**src/rtl/jzjpcc_hazard_pkg.sv**
```systemverilog
// Shared types and constants for the jzjpcc hazard controller and its scoreboard.
package jzjpcc_hazard_pkg;

    typedef enum logic [1:0] {
        FWD_NONE      = 2'd0,
        FWD_MEMORY    = 2'd1,
        FWD_WRITEBACK = 2'd2
    } fwd_sel_t;

    localparam int ZERO_REG = 0;

    typedef struct packed {
        logic stall_fetch;
        logic stall_decode;
        logic stall_execute;
        logic stall_memory;
        logic flush_decode;
        logic flush_execute;
        logic flush_memory;
    } pipe_ctrl_t;

endpackage

```
**src/rtl/jzjpcc_scoreboard.sv**
```systemverilog
// Busy-bit scoreboard for long-latency (mul/div) destinations, with a per-source
// lookup that flags any used decode operand whose register is still in flight.
module jzjpcc_scoreboard
    import jzjpcc_hazard_pkg::*;
#(
    parameter int REG_ADDR_WIDTH = 5,
    parameter int NUM_SRC        = 2
) (
    input  logic                              clk_i,
    input  logic                              rst_i,
    input  logic                              set_en_i,
    input  logic [REG_ADDR_WIDTH-1:0]         set_addr_i,
    input  logic                              clr_en_i,
    input  logic [REG_ADDR_WIDTH-1:0]         clr_addr_i,
    input  logic [NUM_SRC*REG_ADDR_WIDTH-1:0] src_addr_i,
    input  logic [NUM_SRC-1:0]                src_used_i,
    output logic                              hazard_o
);

    localparam int W       = REG_ADDR_WIDTH;
    localparam int NUM_REG = 2 ** REG_ADDR_WIDTH;
    localparam logic [W-1:0] ZERO_ADDR = W'(ZERO_REG);

    logic [NUM_REG-1:0] busy_q, busy_d;

    // Clear first so a same-cycle set of the same register wins.
    always_comb begin
        busy_d = busy_q;
        if (clr_en_i) begin
            busy_d[clr_addr_i] = 1'b0;
        end
        if (set_en_i) begin
            busy_d[set_addr_i] = 1'b1;
        end
        busy_d[0] = 1'b0;
    end

    always_ff @(posedge clk_i or posedge rst_i) begin
        if (rst_i) begin
            busy_q <= '0;
        end else begin
            busy_q <= busy_d;
        end
    end

    always_comb begin
        hazard_o = 1'b0;
        for (int i = 0; i < NUM_SRC; i++) begin
            if (src_used_i[i] && (src_addr_i[i*W +: W] != ZERO_ADDR)
                    && busy_q[src_addr_i[i*W +: W]]) begin
                hazard_o = 1'b1;
            end
        end
    end

endmodule

```
**src/rtl/jzjpcc_hazard_controller.sv**
```systemverilog
// Hazard controller for the five-stage jzjpcc pipeline: operand forwarding, load-use
// countdown stalls, long-op scoreboard stalls, memory-wait stalls and redirect flushes.
module jzjpcc_hazard_controller
    import jzjpcc_hazard_pkg::*;
#(
    parameter int REG_ADDR_WIDTH  = 5,
    parameter int NUM_SRC         = 2,
    parameter int LOAD_USE_STALLS = 1
) (
    input  logic                              clock,
    input  logic                              reset,
    input  logic [NUM_SRC*REG_ADDR_WIDTH-1:0] rsAddr_decode,
    input  logic [NUM_SRC-1:0]                rsUsed_decode,
    input  logic [NUM_SRC*REG_ADDR_WIDTH-1:0] rsAddr_execute,
    input  logic [REG_ADDR_WIDTH-1:0]         rdAddr_execute,
    input  logic [REG_ADDR_WIDTH-1:0]         rdAddr_memory,
    input  logic [REG_ADDR_WIDTH-1:0]         rdAddr_writeback,
    input  logic                              regWrite_execute,
    input  logic                              regWrite_memory,
    input  logic                              regWrite_writeback,
    input  logic                              isLoad_execute,
    input  logic                              longOpIssue_execute,
    input  logic                              longOpDone,
    input  logic [REG_ADDR_WIDTH-1:0]         longOpDoneRd,
    input  logic                              memBusy,
    input  logic                              redirect_execute,
    output logic                              stall_fetch,
    output logic                              stall_decode,
    output logic                              stall_execute,
    output logic                              stall_memory,
    output logic                              flush_decode,
    output logic                              flush_execute,
    output logic                              flush_memory,
    output logic [NUM_SRC*2-1:0]              fwdSel_execute,
    output logic [2:0]                        loadUseCount
);

    localparam int W = REG_ADDR_WIDTH;
    localparam logic [W-1:0] ZERO_ADDR = W'(ZERO_REG);
    localparam logic [2:0]   LU_RELOAD = 3'(LOAD_USE_STALLS - 1);

    logic [2:0] count_q, count_d;
    logic       load_use;
    logic       sb_hazard;
    logic       sb_set;
    logic       lu_stall;
    pipe_ctrl_t ctrl;

    always_comb begin
        load_use = 1'b0;
        if (isLoad_execute && regWrite_execute && (rdAddr_execute != ZERO_ADDR)) begin
            for (int i = 0; i < NUM_SRC; i++) begin
                if (rsUsed_decode[i] && (rsAddr_decode[i*W +: W] == rdAddr_execute)) begin
                    load_use = 1'b1;
                end
            end
        end
    end

    // The detect cycle itself is the first stall, so the counter covers the remaining ones.
    always_comb begin
        count_d = count_q;
        if (redirect_execute) begin
            count_d = 3'd0;
        end else if (memBusy) begin
            count_d = count_q;
        end else if (count_q != 3'd0) begin
            count_d = count_q - 3'd1;
        end else if (load_use) begin
            count_d = LU_RELOAD;
        end
    end

    always_ff @(posedge clock or posedge reset) begin
        if (reset) begin
            count_q <= 3'd0;
        end else begin
            count_q <= count_d;
        end
    end

    assign lu_stall     = load_use || (count_q != 3'd0);
    assign loadUseCount = count_q;

    assign sb_set = longOpIssue_execute && regWrite_execute && (rdAddr_execute != ZERO_ADDR)
                    && !memBusy && !redirect_execute;

    jzjpcc_scoreboard #(
        .REG_ADDR_WIDTH (REG_ADDR_WIDTH),
        .NUM_SRC        (NUM_SRC)
    ) u_scoreboard (
        .clk_i      (clock),
        .rst_i      (reset),
        .set_en_i   (sb_set),
        .set_addr_i (rdAddr_execute),
        .clr_en_i   (longOpDone),
        .clr_addr_i (longOpDoneRd),
        .src_addr_i (rsAddr_decode),
        .src_used_i (rsUsed_decode),
        .hazard_o   (sb_hazard)
    );

    always_comb begin
        ctrl = '0;
        if (reset) begin
            ctrl.flush_decode  = 1'b1;
            ctrl.flush_execute = 1'b1;
            ctrl.flush_memory  = 1'b1;
        end else if (memBusy) begin
            ctrl.stall_fetch   = 1'b1;
            ctrl.stall_decode  = 1'b1;
            ctrl.stall_execute = 1'b1;
            ctrl.stall_memory  = 1'b1;
        end else if (redirect_execute) begin
            ctrl.flush_decode  = 1'b1;
            ctrl.flush_execute = 1'b1;
        end else if (lu_stall || sb_hazard) begin
            ctrl.stall_fetch   = 1'b1;
            ctrl.stall_decode  = 1'b1;
            ctrl.flush_execute = 1'b1;
        end
    end

    assign stall_fetch   = ctrl.stall_fetch;
    assign stall_decode  = ctrl.stall_decode;
    assign stall_execute = ctrl.stall_execute;
    assign stall_memory  = ctrl.stall_memory;
    assign flush_decode  = ctrl.flush_decode;
    assign flush_execute = ctrl.flush_execute;
    assign flush_memory  = ctrl.flush_memory;

    // Memory stage holds the younger result, so it beats writeback.
    always_comb begin
        fwdSel_execute = '0;
        for (int i = 0; i < NUM_SRC; i++) begin
            if (!reset && (rsAddr_execute[i*W +: W] != ZERO_ADDR)) begin
                if (regWrite_memory && (rdAddr_memory == rsAddr_execute[i*W +: W])) begin
                    fwdSel_execute[i*2 +: 2] = FWD_MEMORY;
                end else if (regWrite_writeback
                             && (rdAddr_writeback == rsAddr_execute[i*W +: W])) begin
                    fwdSel_execute[i*2 +: 2] = FWD_WRITEBACK;
                end
            end
        end
    end

endmodule

```
**config.mk**
```make
export PLATFORM = sky130hd
export DESIGN_NAME = jzjpcc_hazard_controller
export DESIGN_NICKNAME = d
export VERILOG_FILES = /design/src/rtl/jzjpcc_hazard_pkg.sv /design/src/rtl/jzjpcc_scoreboard.sv /design/src/rtl/jzjpcc_hazard_controller.sv
export SDC_FILE = /design/constraint.sdc
export NUM_CORES = 1
export LEC_CHECK = 0
export ABC_CLOCK_PERIOD_IN_PS = 2000
export CAP_MARGIN = 15
export CORE_MARGIN = 2
export CORE_UTILIZATION = 45
export DETAILED_ROUTE_END_ITERATION = 8
export PLACE_DENSITY = 0.78
export SLEW_MARGIN = 40
export SYNTH_ARGS = -nofsm -noshare
export SYNTH_HDL_FRONTEND = slang
export SYNTH_SLANG_ARGS = --single-unit
```
**constraint.sdc**
```tcl
create_clock -name clock -period 2 [get_ports clock]
set_input_delay 0.2 -clock clock [delete_from_list [all_inputs] [get_ports clock]]
set_output_delay 0.2 -clock clock [all_outputs]
set_load 0.05 [all_outputs]
```
-- After elaboration in Yosys (flattened, before gate mapping)
Index checks and enable logic that the tools add are counted.
- muxes and demuxes: 36
- reductions and logical operators: 33
- add/subtract/negate cells: 1
- order comparisons: 6
- multipliers: 0
- bitwise gates (word level): 3
- equal/unequal tests: 7
- shift operators: 0
- div/mod/pow operators: 0
- operators by type and width (cell ; number):
    $mux W32 ; 2
    $and A32 B32 Y32 ; 1
    $not A32 Y32 ; 1
    $or A32 B32 Y32 ; 1
    $eq A5 B5 Y1 ; 6
    $reduce_bool A5 Y1 ; 5
    $lt A5 B6 Y1 const B ; 4
    $mux W2 ; 12
    $logic_and A1 B1 Y1 ; 20
    $mux W1 ; 13
    $mux W3 ; 4
    $bmux W1 S5 ; 2
    $demux W1 S5 ; 2
    $ge A5 B1 Y1 const B ; 2
    $reduce_bool A3 Y1 ; 2
    $mux W4 ; 1
    $logic_not A1 Y1 ; 3
    $sub A3 B1 Y3 const B ; 1
    $logic_or A1 B1 Y1 ; 2
    $ne A2 B1 Y1 const B ; 1
    $reduce_and A2 Y1 ; 1
- memories: 0
- flip-flop bits (word level): 34
- RAM bits: 0
- input bits: 52
- bits in read-only memories: 0
- bits in latches: 0

-- Longest topological paths before layout
- word-level depth: 11
- mapped depth: 9
- mapped depth without buffers: 6

-- By module
From an unflattened synthesis, not the netlist that was laid out.
- cell total of the unflattened synthesis: 262
- area, all modules: 2586.2 um^2
- modules (own cells, without submodules) (module ; area each (um^2) ; cells an instance ; sequential area each (um^2) ; instances):
    jzjpcc_scoreboard ; 1879.3 ; 176 ; 775.7 ; 1
    jzjpcc_hazard_controller ; 706.9 ; 86 ; 75.1 ; 1

-- Least setup slack after synthesis
No wires, ideal clock.
- path type: input -> output
- from: input port rsAddr_decode[2]
- to: output port stall_fetch
- path slack: -761 ps
- stages: 8
- data arrival time: 2561 ps
- cells stage by stage: buf_6 -> mux2i_1 -> mux4_2 -> and3_1 -> a221o_1 -> o211a_1 -> o31ai_2 -> buf_4
- cells in the longest elaborated chain, start to end: 11
- RTL lines (what ; RTL line ; text):
    from (decl) ; jzjpcc_hazard_controller.sv:12 ; input logic [NUM_SRC*REG_ADDR_WIDTH-1:0] rsAddr_decode,
    parallel branches: the longest is 6 deep, another holds $bmux W1 S5 ; -- ;
    $logic_or A1 B1 Y1 (*) ; jzjpcc_hazard_controller.sv:117 ; end else if (lu_stall || sb_hazard) begin
    $mux W2 (*) ; jzjpcc_hazard_controller.sv:117 ;
    $mux W2 (*) ; jzjpcc_hazard_controller.sv:114 ; end else if (redirect_execute) begin
    $mux W2 (*) ; jzjpcc_hazard_controller.sv:109 ; end else if (memBusy) begin
    $mux W4 (*) ; jzjpcc_hazard_controller.sv:105 ; if (reset) begin
    to (decl) ; jzjpcc_hazard_controller.sv:27 ; output logic stall_fetch,
Mark *: on every way between the ends. The select of a mux whose other input is x is not followed.

-- Final worst setup path
- from: register u_scoreboard.busy_q[28]
- to: output port stall_fetch
- cells in the longest elaborated chain, start to end: 10
- RTL lines (what ; RTL line ; text):
    from (decl) ; jzjpcc_scoreboard.sv:24 ; logic [NUM_REG-1:0] busy_q, busy_d;
    from (signal assigned) ; jzjpcc_scoreboard.sv:42 ; busy_q <= busy_d;
    $bmux W1 S5 ; jzjpcc_scoreboard.sv:50 ; && busy_q[src_addr_i[i*W +: W]]) begin
    $mux W1 (not written as such) ; jzjpcc_scoreboard.sv:50 ;
    $logic_and A1 B1 Y1 ; jzjpcc_scoreboard.sv:50 ;
    $mux W1 ; jzjpcc_scoreboard.sv:49 ; if (src_used_i[i] && (src_addr_i[i*W +: W] != ZERO_ADDR)
    $mux W1 (*) ; jzjpcc_scoreboard.sv:49 ;
    $logic_or A1 B1 Y1 (*) ; jzjpcc_hazard_controller.sv:117 ;
    $mux W2 (*) ; jzjpcc_hazard_controller.sv:117 ;
    $mux W2 (*) ; jzjpcc_hazard_controller.sv:114 ;
    $mux W2 (*) ; jzjpcc_hazard_controller.sv:109 ;
    $mux W4 (*) ; jzjpcc_hazard_controller.sv:105 ;
Every way passes the cells marked *; elsewhere a longest branch is shown, timed or not. The select of a mux whose other input is x is not followed.

==> impl_metrics.yaml <==
detailed_routing:
  drt_iter0_markers: 252
  vias: 2704
  routed_wl_mm: 8.39
  post-route-drc-count: 0
  drt-pass1-iter-count: 5
  wl_per_cell_um: 18.2
  vias_per_cell: 5.88
  ant_nets: 0
logic_synthesis:
  yosys_register_bits: 34
  yosysUniqueCellTypes: 41
  synth_nets: 333
  seq_area_frac_synth_pct: 33.2
  synth_edf_count: 0
  netlist_top_cells_area: "dfrtp_1 33%, o21ai_0 13%, mux2i_1 7.0%"
  yosys.area.top_type_share_pct: 33.2
  postSynthAreaPerCell_sq_um: 9.19
  yosys_warnings: 0
  syn-instance-count: 279
  synth_area_leader_cell: "dfrtp_1"
  async_flop_share_pct: 100
  syn_area_sq_um: 2560
  ys.flop_type: "dfrtp_1"
job:
  drv_cap: 0
floorplan:
  row_count: 27
  start_util_pct: 46.6
  placeableCoreArea_sq_um: 5510
  die_y_um: 79.5
  die-area_sq_um: 6320
  pin_count: 66
  die-width_um: 79.5
cts:
  clock-sinks: 34
  htreeDepth: 2
  cts_max_path_buffers: 2
  clk_pin_slew_worst_paths_ps: 70
  clockRootBuffer: "clkbuf_8"
  clk_latency_ps: 290
  cts_buffers: 5
  cts_tree: "built"
grt:
  grt_pass1_wl_mm: 13.1
  grt-ovfl-total: 0
  grt_usage_pct: 27.2
  grt_pass1_vias: 2604
  grt_max_degree: 35
  antenna_found_initial: 0
place:
  portBuffers: 65
  placed_cell_area_sq_um: 3650
  dp_cells: 443
  gp_congestion: 0.947
  dp_hpwl_mm: 6.49
  post-place-ws_ps: -776
cells_and_area:
  instances_no_fill: 460
  nNetsFinal: 441
  area_growth_pct: 52.4
  diodes: 0
  final_common_cell: "o21ai_0"
  fill_cells: 397
  postLayoutCellArea_sq_um: 3910
  layout-drive-gt1-share_pct: 26.8
  post-route-util_pct: 71.0
  final_cell_mix: "64 x o21ai_0, 45 x buf_4, 43 x clkdlybuf4s50_1"
critical_path:
  startpoint_type: "flip-flop"
  worstSetupPathType: "flip-flop to primary output"
  cp_cell_sequence: "mux2i_1 -> mux4_2 -> and3_1 -> a221o_1 -> o211a_1 -> o31ai_4 -> buf_12"
  critPathMaxStageDelay_ps: 440
  critPathMaxFanout: 3
  worst_ep_arrival_time_ps: 2290
  crit_path_end_kind: "primary output"
  cp.required_ps: 1800
  critPathSlowestCell: "mux4_2"
power:
  p_leak_uw: 0.00167
  cellPowerDensity_nw_per_um2: 490
  ir_worst_vdd_uv: 455
hold_path:
  min-delay-path-class: "input pin to flip-flop"
sta:
  tightestPinTransition_ps: 513
  post-route-period-util_pct: 125
  period_minus_slack_ps: 2490
  fmax_mhz: 401
  clock_skew_ps: 0.232
  finalHoldViolCount: 0
  drv_slew: 0
  max_slew_margin_pct: 65.7
  layout_setup_ws_ps: -493
  rsz0062_at_grt: "true"
  finalSetupViolCount: 3
outcome:
  outcome: "finished with violations"
  violations: "negative setup slack"
==> worst paths after layout <==
kind                                                        start                           endpoint  slack (ps)  cells past startpoint
worst max register to register        loadUseCount[0]$_DFFE_PP0P_        loadUseCount[2]$_DFFE_PP0P_         180                      8
max in group asynchronous                                   reset  u_scoreboard.busy_q[13]$_DFF_PP0_        1160                      3
min in group asynchronous                                   reset  u_scoreboard.busy_q[28]$_DFF_PP0_         530                      3
worst max-delay path            u_scoreboard.busy_q[28]$_DFF_PP0_                        stall_fetch        -490                      7
worst min-delay path                            rdAddr_execute[2]   u_scoreboard.busy_q[4]$_DFF_PP0_         520                      4
worst min register to register  u_scoreboard.busy_q[17]$_DFF_PP0_  u_scoreboard.busy_q[17]$_DFF_PP0_         550                      2
==> where the power goes <==
part	total [uW]	internal, uW	switching (uW)	leakage, uW
Sequential	770	732	37.8	0.000467
Clock	520	277	243	0.0000482
Combinational	627	331	297	0.00115
Total	1920	1340	577	0.00167
==> area by class of cell <==
class	instances	area, sq um	share of cell area (%)
Multi-Input combinational cell	222	1690	43.2
Timing Repair Buffer	117	1160	29.6
Sequential cell	34	851	21.8
Tap cell	72	90.1	2.30
Clock buffer	7	86.3	2.21
Inverter	7	30.0	0.768
Clock inverter	1	5.00	0.128
==> synth_stat cells, types with 4 or more instances <==
cell type  count
buf_2          4
buf_4          4
clkbuf_1       7
dfrtp_1       34
inv_1          7
mux2i_1       18
mux4_2         8
nand2_1        9
nand3_1       15
nand3b_1      12
nor2_1        11
nor3_1         4
nor4_1         4
o21ai_0       66
or3_1          5
or3b_2         6
xnor2_1       13
xor2_1        17
==> metrics by stage <==
| step | power (uW) | TNS [ps] | hold slack (ps) |
|---|---|---|---|
| after floorplan | 1060 | -1030 | 147 |
| after global placement | 1350 | -2850 | 513 |
| after detailed placement | 1370 | -3350 | 525 |
| after CTS | 1890 | -1420 | 525 |
| after global routing | 2000 | -1710 | 546 |
| final | 1920 | -1470 | 523 |
==> sequential cells by signal, summed over array words and instances, names as in the netlist <==
name,cells
loadUseCount,3
u_scoreboard.busy_q,31
==> kinds of logic after synthesis <==
kind of cell,after synthesis,synth area share [%]
multiplexers,29,15.4
AND/OR/NAND/NOR,79,17.8
buffers and inverters,23,4.44
XOR/XNOR,30,10.2
flip-flops,34,33.2
adder cells (fa/ha/maj),2,0.975
AO/OA/AOI/OAI,82,18.0
==> timing repair <==
item | CTS | global route
endpoints found under the setup margin | 7 | 8
gates resized for setup | 18 | 19
pin swaps | 8 | 7
hold buffers | 0 | 0
gates cloned | 0 | 0
setup buffers | 4 | 5
==> worst max-delay path: cells and delay by family, from the launching register on <==
family | cells | cell delay [ps]
compound gates | 3 | 730
mux | 2 | 540
flops | 1 | 380
buf+inv | 1 | 180
simple gates | 1 | 160
==> routing by layer <==
metal | vias up | global-route usage [%] | routed length [um]
li1 | 1250 | - | -
met1 | 1311 | 35.7 | 3530
met2 | 124 | 45.0 | 4130
met3 | 19 | 5.32 | 535
met4 | 0 | 9.14 | 194
met5 | - | 0 | 0
Power figures use the tool's default switching activity.
